===== config.mk =====
export PLATFORM = sky130hd
export DESIGN_NAME = irq_controller
export DESIGN_NICKNAME = d
export VERILOG_FILES = /design/src/rtl/irq_pkg.sv /design/src/rtl/irq_prio_enc.sv /design/src/rtl/irq_controller.sv
export SDC_FILE = /design/constraint.sdc
export NUM_CORES = 1
export LEC_CHECK = 0
export BUFFER_PORTS_ARGS = -buffer_cell sky130_fd_sc_hd__clkbuf_2
export CAP_MARGIN = 20
export CORE_MARGIN = 2
export CORE_UTILIZATION = 36
export DETAILED_ROUTE_END_ITERATION = 8
export PLACE_DENSITY = 0.81
export SETUP_SLACK_MARGIN = 0.15
export SYNTH_ARGS = -nofsm -noshare
export SYNTH_HDL_FRONTEND = slang
export SYNTH_SLANG_ARGS = --single-unit
export TNS_END_PERCENT = 30

===== constraint.sdc =====
create_clock -name clk -period 2 [get_ports clk]
set_clock_uncertainty 0.1 [all_clocks]
set_input_delay 0.4 -clock clk [delete_from_list [all_inputs] [get_ports clk]]
set_output_delay 0.4 -clock clk [all_outputs]
set_load 0.05 [all_outputs]

===== src/rtl/irq_pkg.sv =====
// ---------------------------------------------------------------------------
// irq_pkg
//  Shared definitions for the interrupt controller: register byte offsets
//  within the 16-byte window, the GIE bit position in IMASK, the controller
//  state encoding and a small one-hot helper.
// ---------------------------------------------------------------------------
package irq_pkg;

    localparam logic [3:0] OFS_IMASK  = 4'h0;
    localparam logic [3:0] OFS_IPEND  = 4'h4;
    localparam logic [3:0] OFS_ICAUSE = 4'h8;
    localparam logic [3:0] OFS_EPC    = 4'hC;

    localparam int GIE_BIT = 31;

    typedef enum logic [1:0] {
        IDLE    = 2'd0,
        REQ     = 2'd1,
        SERVICE = 2'd2
    } irq_state_e;

    // One-hot decode of a 4-bit source id into a 16-bit vector.
    function automatic logic [15:0] id_onehot(input logic [3:0] id);
        id_onehot = 16'd1 << id;
    endfunction

endpackage


===== src/rtl/irq_prio_enc.sv =====
// ---------------------------------------------------------------------------
// irq_prio_enc
//  Combinational priority encoder, lowest index wins.
//  Ports:
//   req    in   NUM_SRC  candidate request vector
//   valid  out  1        at least one request bit set
//   id     out  4        index of the lowest set bit (0 when none)
// ---------------------------------------------------------------------------
module irq_prio_enc #(
    parameter int unsigned NUM_SRC = 4
) (
    input  logic [NUM_SRC-1:0] req,
    output logic               valid,
    output logic [3:0]         id
);

    // Scan from the top down so the lowest set index is the last one written.
    always_comb begin
        valid = 1'b0;
        id    = 4'd0;
        for (int i = NUM_SRC - 1; i >= 0; i--) begin
            if (req[i]) begin
                valid = 1'b1;
                id    = 4'(i);
            end else begin
                valid = valid;
                id    = id;
            end
        end
    end

endmodule


===== src/rtl/irq_controller.sv =====
// ---------------------------------------------------------------------------
// irq_controller
//  Edge-captures peripheral IRQ lines into a pending register, masks and
//  prioritises them (lowest index first) and requests an interrupt from the
//  CPU pipeline through a req/ack handshake. Holds EPC and cause until eret.
//  Ports:
//   clk, reset            clock, synchronous active-low reset
//   irq_src               level IRQ inputs (bit 0 = timer)
//   Address/Write_data/MemWrite/MemRead/Read_data   memory-mapped bus
//   pc_kernel             1 blocks new requests
//   epc_in                resume PC captured on irq_ack
//   irq_req/irq_ack       request handshake with the pipeline
//   irq_id                requested / serviced source index
//   irq_vector            handler entry PC (constant)
//   eret                  handler return strobe
//   EPC                   saved resume PC
//  Registers at BASE_ADDR: +0 IMASK, +4 IPEND (W1C), +8 ICAUSE, +C EPC.
// ---------------------------------------------------------------------------
module irq_controller
    import irq_pkg::*;
#(
    parameter int unsigned NUM_SRC   = 4,
    parameter logic [31:0] BASE_ADDR = 32'h4000_0020,
    parameter logic [31:0] VECTOR    = 32'h8000_0004
) (
    input  logic               clk,
    input  logic               reset,
    input  logic [NUM_SRC-1:0] irq_src,
    input  logic [31:0]        Address,
    input  logic [31:0]        Write_data,
    input  logic               MemWrite,
    input  logic               MemRead,
    output logic [31:0]        Read_data,
    input  logic               pc_kernel,
    input  logic [31:0]        epc_in,
    output logic               irq_req,
    input  logic               irq_ack,
    output logic [3:0]         irq_id,
    output logic [31:0]        irq_vector,
    input  logic               eret,
    output logic [31:0]        EPC
);

    irq_state_e         state_r, state_n_s;
    logic [NUM_SRC-1:0] src_q_r;
    logic [NUM_SRC-1:0] en_r;
    logic               gie_r;
    logic [NUM_SRC-1:0] ipend_r, ipend_n_s;
    logic [3:0]         icause_r;
    logic [31:0]        epc_r;
    logic [3:0]         irq_id_r;

    logic               sel_s;
    logic [3:0]         ofs_s;
    logic               wr_imask_s, wr_ipend_s;
    logic [NUM_SRC-1:0] rise_s, w1c_s, ack_clr_s, elig_vec_s;
    logic [15:0]        elig16_s, id_oh_s;
    logic               prio_valid_s;
    logic [3:0]         prio_id_s;
    logic               eligible_s, latched_ok_s, ack_take_s, irq_req_s;
    logic [31:0]        imask_rd_s;
    logic               unused_s;

    // Bus window decode: 16-byte aligned block, low nibble selects the register.
    assign sel_s      = (Address[31:4] == BASE_ADDR[31:4]);
    assign ofs_s      = Address[3:0];
    assign wr_imask_s = MemWrite & sel_s & (ofs_s == OFS_IMASK);
    assign wr_ipend_s = MemWrite & sel_s & (ofs_s == OFS_IPEND);

    assign rise_s     = irq_src & ~src_q_r;
    assign w1c_s      = wr_ipend_s ? Write_data[NUM_SRC-1:0] : {NUM_SRC{1'b0}};
    assign elig_vec_s = ipend_r & en_r;
    assign elig16_s   = 16'(elig_vec_s);
    assign id_oh_s    = id_onehot(irq_id_r);

    irq_prio_enc #(.NUM_SRC(NUM_SRC)) u_prio (
        .req   (elig_vec_s),
        .valid (prio_valid_s),
        .id    (prio_id_s)
    );

    assign eligible_s   = gie_r & prio_valid_s;
    // The request stays valid only while its own latched source is still eligible.
    assign latched_ok_s = gie_r & elig16_s[irq_id_r];
    assign ack_take_s   = (state_r == REQ) & irq_ack;
    assign ack_clr_s    = ack_take_s ? id_oh_s[NUM_SRC-1:0] : {NUM_SRC{1'b0}};

    // Pending next value: W1C first, then new edges (set wins), then ack clear wins over all.
    assign ipend_n_s = ((ipend_r & ~w1c_s) | rise_s) & ~ack_clr_s;

    // Next-state and request output for the handshake state machine.
    always_comb begin
        state_n_s = state_r;
        irq_req_s = 1'b0;
        case (state_r)
            IDLE: begin
                if (eligible_s && !pc_kernel) begin
                    state_n_s = REQ;
                end else begin
                    state_n_s = IDLE;
                end
            end
            REQ: begin
                irq_req_s = latched_ok_s;
                if (irq_ack) begin
                    state_n_s = SERVICE;
                end else if (!latched_ok_s) begin
                    state_n_s = IDLE;
                end else begin
                    state_n_s = REQ;
                end
            end
            SERVICE: begin
                if (eret) begin
                    state_n_s = IDLE;
                end else begin
                    state_n_s = SERVICE;
                end
            end
            default: begin
                state_n_s = IDLE;
            end
        endcase
    end

    // Edge detector history; loaded during reset too so a level held high
    // across reset is not seen as a fresh edge afterwards.
    always_ff @(posedge clk) begin
        src_q_r <= irq_src;
    end

    // Controller state, registers and captured context.
    always_ff @(posedge clk) begin
        if (!reset) begin
            state_r  <= IDLE;
            en_r     <= {NUM_SRC{1'b0}};
            gie_r    <= 1'b0;
            ipend_r  <= {NUM_SRC{1'b0}};
            icause_r <= 4'd0;
            epc_r    <= 32'd0;
            irq_id_r <= 4'd0;
        end else begin
            state_r <= state_n_s;
            ipend_r <= ipend_n_s;
            if (wr_imask_s) begin
                en_r  <= Write_data[NUM_SRC-1:0];
                gie_r <= Write_data[GIE_BIT];
            end
            if ((state_r == IDLE) && (state_n_s == REQ)) begin
                irq_id_r <= prio_id_s;
            end
            if (ack_take_s) begin
                epc_r    <= epc_in;
                icause_r <= irq_id_r;
            end
        end
    end

    // IMASK read image: enables in the low bits, GIE at the top.
    always_comb begin
        imask_rd_s                 = 32'd0;
        imask_rd_s[NUM_SRC-1:0]    = en_r;
        imask_rd_s[GIE_BIT]        = gie_r;
    end

    // Combinational read mux; zero whenever not reading a mapped register.
    always_comb begin
        Read_data = 32'd0;
        if (MemRead && sel_s) begin
            case (ofs_s)
                OFS_IMASK:  Read_data = imask_rd_s;
                OFS_IPEND:  Read_data = 32'(ipend_r);
                OFS_ICAUSE: Read_data = {28'd0, icause_r};
                OFS_EPC:    Read_data = epc_r;
                default:    Read_data = 32'd0;
            endcase
        end else begin
            Read_data = 32'd0;
        end
    end

    assign irq_req    = irq_req_s;
    assign irq_id     = irq_id_r;
    assign irq_vector = VECTOR;
    assign EPC        = epc_r;

    // Bits intentionally not consumed (upper write data, one-hot tail).
    assign unused_s = ^{Write_data, id_oh_s};

endmodule


==> impl_metrics.toml <==
[clocking]
ctsLongestPathBuffers = 2
h-tree-depth = 2
cts_tree = "yes"
cts_root_buf = "clkbuf_8"
clk_latency_ns = 0.29
clock-sinks = 51
cts.repair_timing.setup_buffer_count = 0
path_clk_slew_ns = 0.09
cts_buffers = 5

[die]
core_area_mm2 = 0.007253
placementRows = 31
die_area_mm2 = 0.008202
start_util_pct = 37.19
io_pins = 208
dieHeight_um = 90.57
fp.dieW_um = 90.57

[yosys]
synth.area.top_cells = "dfxtp_1 38%, nand2_1 11%, buf_4 9.5%, a21oi_1 8.5%, and2_1 6.3%"
async_flop_share_pct = 0
synthCells = 331
synth_edf_count = 0
yosys.cell_types.count = 37
synth_ff_type = "dfxtp_1"
synth-seq-cells = 51
ys_seq_area_share_pct = 37.85
yosysTopAreaCell = "dfxtp_1"
ys_warn_count = 0
synth_top_area_share_pct = 37.85
synth.cell_area_mm2 = 0.002698
syn_avg_cell_area_um2 = 8.150

[timing]
rsz0062_at_grt = "yes"
fin_crit_sh_pct = 117.5
final.min_clock_period_ns = 2.350
slew_viol_final = 0
clock.fmax_mhz = 425.6
timing.hold.ws_ns = 0.1146
setup_slack_ns = -0.3497
finalHoldViolCount = 0
setup_viol = 33

[setup_path]
critical-path-max-stage-delay_ns = 0.50
path_max_fanout = 5
rrSetupSlack_ns = 0.32
crit_type = "input port to primary output"
end_kind = "primary output"
cp-start-kind = "input port"
crit_chain = "clkbuf_2, nor4b_4, nand4_2, or3_4, a21oi_4, buf_12"
cp_slowest_cell = "or3_4"
crit_arrival_ns = 1.85
cp_data_required_time_ns = 1.50

[route]
drtIter0Drc = 100
totalWireLength_mm = 8.057
first_pass_iters = 4
via_per_inst = 4.811
drc = 0
drtAntennaViolNets = 0
wire_per_inst_um = 13.73
via_count = 2824

[place]
numPortBuffers = 146
gp_congestion = 0.8805
dp_cells = 580
dp_hpwl_mm = 6.047

[power_and_ir_drop]
power_w = 0.001902
power.density_mw_per_mm2 = 459.8
leakage_nw = 1.771
ir_worst_vdd_mv = 0.2740

[outcome]
violations = "setup timing"
status = "complete, but fails checks"

[finish]
drive_above_1_share_pct = 46.11
antenna_cells = 0
fin_util_pct = 57.03
num-nets-final = 595
syn_to_final_growth_pct = 53.34
instances_no_fill = 587
fillers = 670

[global_route]
grt_max_degree = 28
track_usage_pct = 19.03
grt_pass1_vias = 2744
grt_overflow = 0
antenna_found_initial = 0
grt_pass1_wl_mm = 12.97

[job]
drv_cap = 0

[min_path]
hp-class = "input port to flop"
-- cells in the final DEF, fill, tap and decap left out, types with 4 or more instances in the layout --
cell type / count
clkbuf_8: 5
buf_12: 7
o41ai_1: 5
and2_4: 7
nand4_1: 6
and2_2: 17
buf_8: 25
nand2b_1: 5
o31ai_1: 5
conb_1: 34
buf_4: 21
nand2_1: 79
dfxtp_2: 4
nor2_1: 7
dfxtp_1: 46
nor4_4: 6
a21oi_1: 46
clkbuf_2: 113
-- final cells by class --
| class | instances | area, µm² | share of cell area [%] |
|---|---|---|---|
| Inverter | 2 | 7.507 | 0.1815 |
| Sequential cell | 51 | 1030 | 24.89 |
| Timing Repair Buffer | 169 | 1314 | 31.76 |
| Clock buffer | 7 | 76.32 | 1.845 |
| Multi-Input combinational cell | 259 | 1585 | 38.32 |
| Tap cell | 99 | 123.9 | 2.995 |
-- layer usage --
metal	global-route usage, %	wire length (µm)	vias to the layer above
li1	-	-	1370
met1	21.99	3033	1300
met2	35.07	4334	144
met3	4.090	588	10
met4	5.385	101	0
met5	0	0	-
-- logic make-up (layout without fill, tap and decap cells) --
kind of cell           count (synthesis)  in the layout  share of synthesized area [%]
buffers and inverters                 53            178                          12.94
DFF                                   51             51                          37.85
AOI/OAI and AO/OA                     66             66                          14.29
other                                  2             34                         0.2784
and+or+nand+nor                      153            153                          31.03
muxes                                  6              6                          3.618
-- power by group --
part	switching (W)	internal, W	leakage, nW
logic	0.000231	0.0000959	1.32
clock network	0.000306	0.000242	0.0383
registers	0.00000424	0.00102	0.416
-- state kept, by name (all words and copies together), names as in the netlist --
name and count:
irq_id 2, en_r 4, state_r 2, ipend_r 4, gie_r 1, src_q_r 4
EPC 32, icause_r 2
-- worst max-delay path, delay by kind of cell --
kind                   cells  cell delay, ns
buffers and inverters      2            0.25
AND/OR/NAND/NOR            3            1.01
AO/OA/AOI/OAI              1            0.17
-- synth_stat cells, types with 2 or more instances --
| master | n |
|---|---|
| nand2_1 | 80 |
| dfxtp_1 | 51 |
| a21oi_1 | 46 |
| buf_4 | 34 |
| and2_1 | 27 |
| clkbuf_1 | 14 |
| nor2_1 | 10 |
| nand4_1 | 6 |
| o31ai_1 | 6 |
| nand2b_1 | 5 |
| o41ai_1 | 5 |
| nor2b_1 | 4 |
| nor4_4 | 4 |
| buf_6 | 3 |
| mux2i_1 | 3 |
| mux4_2 | 3 |
| nand3_1 | 3 |
| a22oi_1 | 2 |
| a31oi_1 | 2 |
| and4_1 | 2 |
| conb_1 | 2 |
| nand3b_1 | 2 |
| nor4b_2 | 2 |
| o21ai_0 | 2 |
-- final timing paths --
kind | to | cells after the start | start
setup reg to reg | irq_id[1]$_SDFFE_PN0P_ | 4 | state_r[1]$_SDFF_PN0_
hold / removal | src_q_r[1]$_DFF_P_ | 1 | irq_src[1]
setup / recovery | Read_data[31] | 6 | Address[25]
hold reg to reg | icause_r[1]$_SDFFE_PN0P_ | 2 | icause_r[1]$_SDFFE_PN0P_
-- stage by stage --
stage | setup WS [ns] | TNS (ns) | cell area, µm²
floorplan | -0.2910 | -7.609 | 2905
global placement | -0.4071 | -12.53 | 3691
detailed placement | -0.4983 | -16.01 | 3691
CTS | -0.3499 | -10.10 | 4073
global route | -0.3978 | -11.85 | 4136
finish | -0.3497 | -9.839 | 4136
-- timing repair --
| item | CTS | global route |
|---|---|---|
| gates resized for setup | 64 | 35 |
| pin swaps | 6 | 7 |
| setup endpoints to repair | 33 | 41 |
| hold buffers | 0 | 0 |
No activity file was read; power rests on OpenSTA's default activity.
